--- config.mk ---
export PLATFORM = sky130hd
export DESIGN_NAME = tl_a_echo_tracker
export DESIGN_NICKNAME = d
export VERILOG_FILES = /design/src/rtl/tl_a_echo_tracker.sv
export SDC_FILE = /design/constraint.sdc
export NUM_CORES = 1
export LEC_CHECK = 0
export CAP_MARGIN = 20
export CORE_MARGIN = 5
export CORE_UTILIZATION = 23
export CTS_BUF_LIST = sky130_fd_sc_hd__clkbuf_4 sky130_fd_sc_hd__clkbuf_8
export DETAILED_ROUTE_END_ITERATION = 7
export PLACE_DENSITY_LB_ADDON = 0.1
export SYNTH_ARGS = -nofsm -noshare
export SYNTH_HDL_FRONTEND = slang
export SYNTH_SLANG_ARGS = --single-unit
--- constraint.sdc ---
create_clock -name clock -period 19.9 [get_ports clock]
set_input_delay 1.99 -clock clock [delete_from_list [all_inputs] [get_ports clock]]
set_output_delay 1.99 -clock clock [all_outputs]
set_load 0.02 [all_outputs]
--- src/rtl/tl_a_echo_tracker.sv ---
// tl_a_echo_tracker: captures the A-channel echo field per source ID and
// presents it alongside the matching D response, with protocol error flags.
module tl_a_echo_tracker #(
   parameter int SOURCE_BITS = 4,
   parameter int ECHO_W      = 3,
   parameter int SIZE_BITS   = 4,
   parameter int BEAT_LOG2   = 3,
   parameter int MAX_SIZE    = 6
) (
   input  logic                   clock,
   input  logic                   reset,
   input  logic                   a_valid,
   input  logic                   a_ready,
   input  logic [2:0]             a_opcode,
   input  logic [SIZE_BITS-1:0]   a_size,
   input  logic [SOURCE_BITS-1:0] a_source,
   input  logic [ECHO_W-1:0]      a_echo,
   input  logic                   d_valid,
   input  logic                   d_ready,
   input  logic [2:0]             d_opcode,
   input  logic [SIZE_BITS-1:0]   d_size,
   input  logic [SOURCE_BITS-1:0] d_source,
   output logic [ECHO_W-1:0]      d_echo,
   output logic                   d_echo_valid,
   output logic [SOURCE_BITS:0]   outstanding,
   output logic                   err_dup,
   output logic                   err_orphan,
   output logic                   err_sticky
);

   localparam int DEPTH = 2 ** SOURCE_BITS;
   localparam int CW    = MAX_SIZE - BEAT_LOG2 + 1;
   localparam int OW    = SOURCE_BITS + 1;

   localparam logic [SIZE_BITS-1:0] SZ_MAX  = SIZE_BITS'(MAX_SIZE);
   localparam logic [SIZE_BITS-1:0] SZ_BEAT = SIZE_BITS'(BEAT_LOG2);

   localparam logic [2:0] A_PUT_FULL = 3'd0;
   localparam logic [2:0] A_PUT_PART = 3'd1;
   localparam logic [2:0] A_GET      = 3'd4;
   localparam logic [2:0] D_ACK      = 3'd0;
   localparam logic [2:0] D_ACK_DATA = 3'd1;

   // Index of the final beat: 2**(size-BEAT_LOG2)-1 for data messages wider
   // than one beat, otherwise 0 (first beat is also the last).
   function automatic logic [CW-1:0] last_beat(
      input logic [SIZE_BITS-1:0] size,
      input logic                 data
   );
      logic [SIZE_BITS-1:0] s;
      logic [CW-1:0]        r;
      s = (size > SZ_MAX) ? SZ_MAX : size;
      r = '0;
      if (data && (s > SZ_BEAT)) begin
         r = (CW'(1) << (s - SZ_BEAT)) - CW'(1);
      end
      return r;
   endfunction

   logic [DEPTH-1:0]  valid_q, valid_d;
   logic [ECHO_W-1:0] echo_q [DEPTH];
   logic [ECHO_W-1:0] echo_d [DEPTH];
   logic [CW-1:0]     a_cnt_q, a_cnt_d;
   logic [CW-1:0]     d_cnt_q, d_cnt_d;
   logic              d_orph_q, d_orph_d;
   logic              err_dup_q, err_dup_d;
   logic              err_orphan_q, err_orphan_d;
   logic              err_sticky_q, err_sticky_d;
   logic [OW-1:0]     outstanding_q, outstanding_d;

   logic          a_go, d_go;
   logic          a_first, d_first;
   logic [CW-1:0] a_last, d_last;
   logic          d_orph_msg;
   logic          rel;

   assign a_go = a_valid & a_ready &
                 ((a_opcode == A_PUT_FULL) |
                  (a_opcode == A_PUT_PART) |
                  (a_opcode == A_GET));
   assign d_go = d_valid & d_ready &
                 ((d_opcode == D_ACK) | (d_opcode == D_ACK_DATA));

   assign a_first = (a_cnt_q == '0);
   assign d_first = (d_cnt_q == '0);
   assign a_last  = last_beat(a_size, a_opcode != A_GET);
   assign d_last  = last_beat(d_size, d_opcode == D_ACK_DATA);

   // An orphaned response never releases, even if its source gets
   // allocated while the burst is still in flight.
   assign d_orph_msg = d_first ? ~valid_q[d_source] : d_orph_q;

   always_comb begin
      valid_d      = valid_q;
      echo_d       = echo_q;
      a_cnt_d      = a_cnt_q;
      d_cnt_d      = d_cnt_q;
      d_orph_d     = d_orph_q;
      err_dup_d    = 1'b0;
      err_orphan_d = 1'b0;
      rel          = 1'b0;

      if (d_go) begin
         d_cnt_d = (d_cnt_q == d_last) ? '0 : d_cnt_q + CW'(1);
         if (d_first) begin
            d_orph_d     = ~valid_q[d_source];
            err_orphan_d = ~valid_q[d_source];
         end
         if ((d_cnt_q == d_last) && !d_orph_msg) begin
            rel               = 1'b1;
            valid_d[d_source] = 1'b0;
         end
      end

      // Allocation is applied after release so a same-source hand-off wins.
      if (a_go) begin
         a_cnt_d = (a_cnt_q == a_last) ? '0 : a_cnt_q + CW'(1);
         if (a_first) begin
            err_dup_d = valid_q[a_source] &
                        ~(rel & (d_source == a_source));
            valid_d[a_source] = 1'b1;
            echo_d[a_source]  = a_echo;
         end
      end

      err_sticky_d = err_sticky_q | err_dup_d | err_orphan_d;
   end

   always_comb begin
      outstanding_d = '0;
      for (int i = 0; i < DEPTH; i++) begin
         outstanding_d = outstanding_d + OW'(valid_d[i]);
      end
   end

   always_ff @(posedge clock) begin
      if (reset) begin
         valid_q       <= '0;
         a_cnt_q       <= '0;
         d_cnt_q       <= '0;
         d_orph_q      <= 1'b0;
         err_dup_q     <= 1'b0;
         err_orphan_q  <= 1'b0;
         err_sticky_q  <= 1'b0;
         outstanding_q <= '0;
         for (int i = 0; i < DEPTH; i++) begin
            echo_q[i] <= '0;
         end
      end else begin
         valid_q       <= valid_d;
         echo_q        <= echo_d;
         a_cnt_q       <= a_cnt_d;
         d_cnt_q       <= d_cnt_d;
         d_orph_q      <= d_orph_d;
         err_dup_q     <= err_dup_d;
         err_orphan_q  <= err_orphan_d;
         err_sticky_q  <= err_sticky_d;
         outstanding_q <= outstanding_d;
      end
   end

   assign d_echo       = echo_q[d_source];
   assign d_echo_valid = valid_q[d_source];
   assign outstanding  = outstanding_q;
   assign err_dup      = err_dup_q;
   assign err_orphan   = err_orphan_q;
   assign err_sticky   = err_sticky_q;

endmodule
### Word level (Yosys, flattened, before mapping)

Cells that the tools add are included.

* flip-flop bits (word level): 81
* input port bits: 31
* output and inout port bits: 12
* logic and storage cells: 126

* $add $sub $neg: 21
* order comparisons: 11
* eq/ne operators: 7
* shift operators: 2
* muxes and demuxes: 31
* bitwise operators: 18
* reductions and logical operators: 12

Operators by type and width (number)
* $mux W16: 4
* $add A5 B1 Y5: 11
* $bwmux W48: 1
* $mux W4: 6
* $and A16 B16 Y16: 1
* $not A16 Y16: 1
* $or A16 B16 Y16: 1
* $sub A4 B2 Y4 const B: 4
* $bmux W3 S4: 1
* $demux W3 S4: 1
* $eq A4 B4 Y1: 3
* $mux W1: 11
* $ge A5 B5 Y1 const B: 2
* $lt A4 B5 Y1 const B: 2
* $not A4 Y5: 2
* $mux W3: 3
* $add A4 B1 Y4 const B: 2
* $bmux W1 S4: 2
* $demux W1 S4: 2
* $ge A4 B1 Y1 const B: 2
* $gt A4 B2 Y1 const B: 2
* $gt A4 B3 Y1 const B: 2
* $logic_not A4 Y1: 2
* $shl A1 B4 Y4 const A: 2
* other kinds (15): 32

### Longest topological paths before layout

Gate-level depths: netlist of run 1.

* word-level depth: 28
* mapped depth: 27
* mapped depth without buffers: 26

### Worst setup path after synthesis of run 1

Ideal clock, no wire load.

* path type: input to register
* start point: in d_size[3]
* end point: reg outstanding_q[2] (netlist: outstanding[2])
* library setup time: 0.128 ns
* arrival time: 8.019 ns
* required time: 19.772 ns
* slack: 11.753 ns
* stages on the path: 23
* buffers on the path: 1
* cell sequence: or2_2 ha_1 or3b_1 and2_1 or3_1 ha_1 nand3b_1 nor4_1 nor3_1 o41a_2 nor4_4 buf_4 a31oi_1 fa_1 inv_1 fa_1 fa_1 inv_1 fa_1 ha_1 fa_1 xnor2_1 nor2_1

* longest elaborated chain between the ends: 28
* elaborated cells between the ends (all ways): 30
* those cells by class: add/sub: 17; order compare: 2; eq/ne: 1; shift: 1; mux: 6; bitwise: 1; reduce/logical: 2

Ends and longest elaborated chain
* from (decl): line 21 `input logic [SIZE_BITS-1:0] d_size,`
* $gt A4 B3 Y1: line 52 `s = (size > SZ_MAX) ? SZ_MAX : size;`
* $mux W4 *: line 52
* $sub A4 B2 Y4: line 55 `r = (CW'(1) << (s - SZ_BEAT)) - CW'(1);`
* $shl A1 B4 Y4: line 55
* $sub A4 B2 Y4: line 55
* $mux W4 *: line 54 `if (data && (s > SZ_BEAT)) begin`
* $eq A4 B4 Y1 *: line 109 `if ((d_cnt_q == d_last) && !d_orph_msg) begin`
* $logic_and A1 B1 Y1 *: line 109
* [3 not listed]
* $mux W16: line 118 `if (a_first) begin`
* $mux W16 *: line 116 `if (a_go) begin`
* net valid_d[1]: line 60 `logic [DEPTH-1:0] valid_q, valid_d;`
* $add A1 B1 Y2 *: line 132 `outstanding_d = outstanding_d + OW'(valid_d[i]);`
* $add A2 B1 Y3 *: line 132
* $add A3 B1 Y4 *: line 132
* $add A4 B1 Y5 *: line 132
* $add A5 B1 Y5 * (11 in a row): line 132
* to (signal assigned): line 158 `outstanding_q <= outstanding_d;`
* to (decl): line 69 `logic [OW-1:0] outstanding_q, outstanding_d;`

The timed path passes the listed nets; every way through them passes the cells marked *.
A chain may end at the register's enable or synchronous reset.

### Final worst setup path of run 1

* start point: in d_size[3]
* end point: reg outstanding_q[2] (netlist: outstanding[2])

* elaborated cells between the ends (all ways): 30
* those cells by class: add/sub: 17; order compare: 2; eq/ne: 1; shift: 1; mux: 6; bitwise: 1; reduce/logical: 2

RTL lines
* $gt A4 B3 Y1: line 52
* $mux W4 *: line 52
* $sub A4 B2 Y4: line 55
* $shl A1 B4 Y4: line 55
* $sub A4 B2 Y4: line 55
* $mux W4 *: line 54
* $eq A4 B4 Y1 *: line 109
* $logic_and A1 B1 Y1 *: line 109
* $mux W16 *: line 109
* $mux W16 *: line 103 `if (d_go) begin`
* $or A16 B16 Y16 (no line)
* $mux W16: line 118
* $mux W16 *: line 116
* net valid_d[13]: line 60
* $add A5 B1 Y5 * (3 in a row): line 132

Marked as above.

==> reports/metrics.cfg, run 1 <==
[outcome]
status = finished clean

[layout]
diodes = 0
fill_cells = 2260
area_growth_syn_to_layout_pct = 17.01
layout-drive-gt1-share_pct = 10.97
fin_nets = 605

[critical_path]
slowest_delay_ns = 0.55
worstPathArrival_ns = 9.04
critPathTopFamily = adder cells
cp_max_fo = 34
slowest_stage = fa_1
endpoint_kind = register
crit_required_ns = 20.14
crit_top_cell = fa_1
path_buf_inv = 4
critPathLaunchType = primary input
path_class = in -> reg

[pwr]
p_leak_nw = 2.259
comb_power_share_pct = 12.8
power_frac_seq_pct = 50.3
internal_power_w = 0.0002325
peakVddDrop_v = 0.00003252
switchingPower_w = 0.00009317
power_density_nw_per_um2 = 56.90
power.share.switching_pct = 28.61
clkPwrFrac_pct = 36.9

[worst_hold_path]
hp-class = reg -> reg

[yosys]
ys_ff_latch = 81
yosysWarningCount = 0
synth_edf_count = 0
yosysSeqAreaShare_pct = 33.15
netlist_top_cells_count = 81 x dfxtp_1, 68 x nor2_1, 49 x mux2i_1, 34 x nand2_1, 27 x a21oi_1
synth_top_area_cell = dfxtp_1
ys_async_sr_fraction_pct = 0
yosysTopAreaCellShare_pct = 33.15
syn_inst = 528
ys.flop_type = dfxtp_1
yosysUniqueCellTypes = 58
syn_area_um2 = 4892
yosysMostFrequentCell = dfxtp_1
synth.avg_cell_area_um2 = 9.266
syn_nets = 582
synthTopCellsByArea = dfxtp_1 33%, mux2i_1 10%, mux4_2 8.7%

[drt]
dr.pass1.iters = 7
ant_nets = 0
route.detailed.drc = 0
drt-total-wl_um = 14260
via_count = 4108
via_per_inst = 4.943
wl_per_cell_um = 17.16
drtIter0Drc = 225

[floorplan]
placement_rows = 53
dieArea_um2 = 24290
io_pins = 43
die_x_um = 155.8
initial_utilization_pct = 23.35
die_h_um = 155.8
coreArea_um2 = 20960

[clock_network]
cts-buffers-inserted = 9
holdBufCountCts = 0
clk-insertion-delay-late_ns = 0.38
clkTransAtPathRegs_ns = 0.09
cts.sinks = 81
h-tree-depth = 3
tritoncts = done
root_buffer = clkbuf_8
cts_setup_buffers = 0
cts.path.max_buffers = 2
cts_repair_resize_count = 0

[timing]
relSlewSlack_pct = 30.66
min_period_ns = 8.802
final_max_slew_viol_count = 0
rsz0062_at_grt = false
skew_ns = 0.009868
fin_setup_tns_ns = 0
finalSetupViolCount = 0
hold-worst-slack_ns = 0.4573
period_share_pct = 44.23
hold_viol = 0
fmax_mhz = 113.6
tightest_slew_ns = 1.027

[global_routing]
grt_overflow_total = 0
grt_antenna_before_repair = 0
grt_pass1_wl_um = 22710
grt_max_degree = 82
grt_pass1_vias = 4048
track_usage_pct = 12.00

[placed_design]
dp_hpwl_um = 10080
gp_congestion = 0.8037
numPortBuffers = 42

[job]
drv_cap = 0

## cell usage in the layout (no fill, tap or decap), types with 4 or more instances in the layout
cell type / instances
nor3_1: 11
nor4_1: 4
o21ai_0: 4
a21oi_1: 27
xnor2_1: 5
nand3b_1: 6
nand3_1: 19
clkbuf_8: 11
nand4_1: 5
buf_4: 5
a31oi_1: 21
or3_1: 6
a311oi_1: 16
nor2b_1: 11
or2_2: 6
ha_1: 13
nor2_1: 68
fa_1: 10
xor2_1: 8
dfxtp_1: 81
nand2b_1: 9
inv_1: 16
nand2_1: 34
mux4_2: 19
clkdlybuf4s50_1: 41
mux2i_1: 49
## final timing paths
check | from | endpoint | slack [ns] | cells after the start
worst max-delay path | d_size[3] | outstanding[2] | 11.10 | 25
worst max register to register | a_cnt_q[0] | outstanding[2] | 14.17 | 18
worst min-delay path | echo_q[2] | echo_q[2] | 0.46 | 2
worst min register to register | echo_q[2] | echo_q[2] | 0.46 | 2
## power by group through the flow
stage          Sequential (W)  Clock (W)  Combinational [W]
4_1_cts              0.000164   0.000127          0.0000420
3_5_place_dp         0.000168          0          0.0000418
6_report             0.000164   0.000120          0.0000416
2_1_floorplan        0.000168          0          0.0000255
3_3_place_gp         0.000168          0          0.0000414
5_1_grt              0.000164   0.000132          0.0000455
## registers in the layout, indices dropped and copies added (netlist names)
name and cells:
a_cnt_q 4, d_cnt_q 4, d_orph_q 1, echo_q 48, err_dup 1, err_orphan 1, err_sticky 1, outstanding 5
valid_q 16
## routing by layer
metal	wire length [µm]	GRT usage, %	up-vias	share of wire, %
met3	728	3.273	9	5.1
met4	127	2.960	0	0.89
li1	-	-	1970	-
met1	6609	16.11	2026	46
met2	6794	19.22	103	48
met5	0	0	-	0
## final cells by class
cell class / instances / area, µm² / area share, %
Clock buffer: 11 / 151.4 / 2.645
Clock inverter: 5 / 37.54 / 0.6557
Inverter: 16 / 60.06 / 1.049
Multi-Input combinational cell: 396 / 3057 / 53.40
Sequential cell: 81 / 1622 / 28.33
Tap cell: 275 / 344.1 / 6.011
Timing Repair Buffer: 47 / 452.9 / 7.913
## worst reg2reg max path: stages (launching register included)
cell	delay, ns
dfxtp_1	0.38
inv_1	0.10
ha_1	0.13
or3b_2	0.44
nand3b_1	0.28
nor2_2	0.40
nand4_1	0.43
nor2b_1	0.30
a31oi_1	0.21
fa_1	0.47
fa_1	0.55
inv_1	0.06
fa_1	0.47
inv_1	0.05
fa_1	0.45
ha_1	0.24
fa_1	0.41
xnor2_1	0.17
nor2_1	0.05
## per-stage QoR
step                      setup slack, ns  utilization (%)  cells  total power [W]  instance area [µm²]
final                               11.10            27.32    831        0.0003257                 5724
after global placement              10.86            26.42    815        0.0002090                 5535
after detailed placement            10.64            26.42    815        0.0002094                 5535
after CTS                           11.06            27.32    831        0.0003325                 5724
after global routing                10.69            27.32    831        0.0003418                 5724
after floorplan                     11.75                -    528        0.0001932                 4892
## cells by family (layout without fill, tap and decap cells)
kind of cell,count (synthesis),after routing,share of synthesized area (%)
AND/OR/NAND/NOR,200,200,20.79
AO/OA/AOI/OAI,90,90,12.71
flip-flops,81,81,33.15
multiplexers,70,70,19.23
buffers and inverters,51,79,4.373
adder cells (fa/ha/maj),23,23,7.417
XOR/XNOR,13,13,2.327
Power figures use the tool's default switching activity.
==> inputs of run 2 (changes only) <==
==> constraint.sdc (replaced) <==
create_clock -name clock -period 8 [get_ports clock]
set_input_delay 0.8 -clock clock [delete_from_list [all_inputs] [get_ports clock]]
set_output_delay 0.8 -clock clock [all_outputs]
set_load 0.02 [all_outputs]
==> run 2 against run 1 <==
  * Clock power rose by 140%
  * Combinational power rose to 2.5 times the previous value
  * Worst setup slack worse by 10 ns
  * Final cell count is 0.24% higher
  * Non-clock buffer count is 2 higher
  * Sequential share of layout area fell by 0.086 points
  * Die area stayed put
  * Sequential cell count did not move
  * Largest power group unchanged
  * Highest routed layer unchanged
==> reports/metrics.cfg, run 2 (synthesized netlist as in run 1, its figures left out) <==
[critical_path]
crit_required_ns = 8.24
cp_max_fo = 34
path_cells = clkdlybuf4s50_1 -> or2_2 -> ha_1 -> or3b_1 -> and2_1 -> or3_1 -> ha_1 -> nand3b_1 -> nor4_1 -> nor3_1 -> o41a_2 -> nor4_4 -> buf_12 -> a31oi_1 -> fa_1 -> fa_1 -> inv_1 -> fa_1 -> inv_1 -> fa_1 -> ha_1 -> fa_1 -> xnor2_1 -> nor2_1
crit_top_cell = fa_1
slowest_delay_ns = 0.57
critPathLaunchType = primary input
endpoint_kind = register
r2r_slack_ns = 2.27
slowest_stage = fa_1
path_class = in -> reg
r2r_cells = 18
worstPathArrival_ns = 7.58
reg2reg_to = outstanding[2]
r2r_start = a_cnt_q[0]

[timing]
finalSetupViolCount = 0
skew_ns = 0.01183
period_share_pct = 91.78
final_max_slew_viol_count = 0
rsz0062_at_grt = false
fin_ws_ns = 0.6576
tightest_slew_ns = 0.9675
hold_viol = 0
relSlewSlack_pct = 34.68
fmax_mhz = 136.2
fin_setup_tns_ns = 0
min_period_ns = 7.342

[clock_network]
cts.path.max_buffers = 2
clkTransAtPathRegs_ns = 0.10
cts_repair_resize_count = 0
root_buffer = clkbuf_8
cts-buffers-inserted = 9
h-tree-depth = 3
holdBufCountCts = 0
clk-insertion-delay-late_ns = 0.38
cts_setup_buffers = 0
cts.sinks = 81
tritoncts = done

[layout]
mostFrequentLayoutCells = 81 x dfxtp_1, 68 x nor2_1, 49 x mux2i_1
final_common_cell = dfxtp_1
fill_cells = 2271
area_growth_syn_to_layout_pct = 17.37
fin_nets = 607
finalInstanceArea_um2 = 5742
layout-drive-gt1-share_pct = 11.29
max_flop_register = echo_q
diodes = 0
fin_util_pct = 27.40
largest_reg_flops = 48
fin_cells = 833

[outcome]
status = finished clean

[pwr]
power_density_nw_per_um2 = 139.6
p_leak_nw = 2.270
peakVddDrop_v = 0.00006212

[drt]
route.detailed.drc = 0
wl_per_cell_um = 16.92
drtIter0Drc = 263
dr.pass1.iters = 5
via_per_inst = 4.862
drt-total-wl_um = 14090
via_count = 4050
ant_nets = 0

[worst_hold_path]
hp-class = reg -> reg
hp-start = echo_q[2]
hold-path-cell-count = 2
min_to = echo_q[2]

[global_routing]
grt_max_degree = 82
grt_pass1_wl_um = 22660
grt_antenna_before_repair = 0
grt_overflow_total = 0
grt_pass1_vias = 4047
track_usage_pct = 11.87

[floorplan]
die_h_um = 155.8
io_pins = 43
initial_utilization_pct = 23.35
dieArea_um2 = 24290
coreArea_um2 = 20960
die_x_um = 155.8
placement_rows = 53

[job]
drv_cap = 0

[placed_design]
dp_slack_ns = 0.2129
dp.cells = 817
placed_area_um2 = 5563
dp_hpwl_um = 10120
numPortBuffers = 42
gp_congestion = 0.7767

==> run 2: cell count changes in the layout (fill, tap and decap cells not counted), sizes merged <==
cell      delta
clkbuf       -2
buf          +2
clkinvlp     -1
clkinv       +3
==> run 2: how the worst max path moves through the flow <==
stage | start | endpoint | slack, ns | cells after the start
2_1_floorplan | d_size[3] | outstanding[2] | 1.04 | 23
3_3_place_gp | d_size[1] | outstanding[2] | 0.29 | 24
3_5_place_dp | d_size[1] | outstanding[2] | 0.21 | 24
4_1_cts | d_size[1] | outstanding[2] | 0.63 | 24
5_1_grt | d_size[1] | outstanding[2] | 0.34 | 24
6_report | d_size[1] | outstanding[2] | 0.66 | 24
==> run 2: per-stage QoR <==
| step | hold slack [ns] | power, W |
|---|---|---|
| 6_report | 0.4650 | 0.0008013 |
| 2_1_floorplan | 0.4332 | 0.0004805 |
| 5_1_grt | 0.4915 | 0.0008468 |
| 3_3_place_gp | 0.4396 | 0.0005211 |
| 4_1_cts | 0.4653 | 0.0008194 |
| 3_5_place_dp | 0.4513 | 0.0005217 |
==> run 2: power breakdown <==
part	internal (W)	switching (W)	leakage, nW	total [W]
Sequential	0.000405	0.00000206	0.653	0.000408
Clock	0.000116	0.000174	0.0915	0.000290
Combinational	0.0000424	0.0000613	1.53	0.000104
==> run 2: layout make-up <==
type / count / area (µm²) / area share, %
inverter: 16 / 60.06 / 1.046
timing repair buffer: 49 / 480.5 / 8.368
clock buffer: 9 / 123.9 / 2.157
sequential: 81 / 1622 / 28.24
tap: 275 / 344.1 / 5.993
multi-input combinational: 396 / 3057 / 53.24
clock inverter: 7 / 55.05 / 0.9588
==> run 2: critical path, delay by kind of cell <==
family	cells	cell delay, ns
XOR/XNOR	1	0.17
adder cells (fa/ha/maj)	8	3.22
AO/OA/AOI/OAI	2	0.61
buffers and inverters	4	0.82
AND/OR/NAND/NOR	9	1.95
==> run 2: layer usage <==
metal | GRT usage (%) | wire (µm) | up-vias
met5 | 0 | 0 | -
met4 | 2.001 | 99 | 0
met3 | 3.634 | 779 | 6
met2 | 18.83 | 6598 | 91
met1 | 16.20 | 6616 | 1968
li1 | - | - | 1985
==> inputs of run 3 (changes only) <==
==> constraint.sdc (replaced) <==
create_clock -name clock -period 8 [get_ports clock]
set_input_delay 0.8 -clock clock [delete_from_list [all_inputs] [get_ports clock]]
set_output_delay 0.8 -clock clock [all_outputs]
set_load 0.005 [all_outputs]
==> results of run 3 <==
Same layout as run 2 (identical final DEF). Status: finished clean.
Among the figures that moved: total power 0.0008013 W -> 0.0007997 W
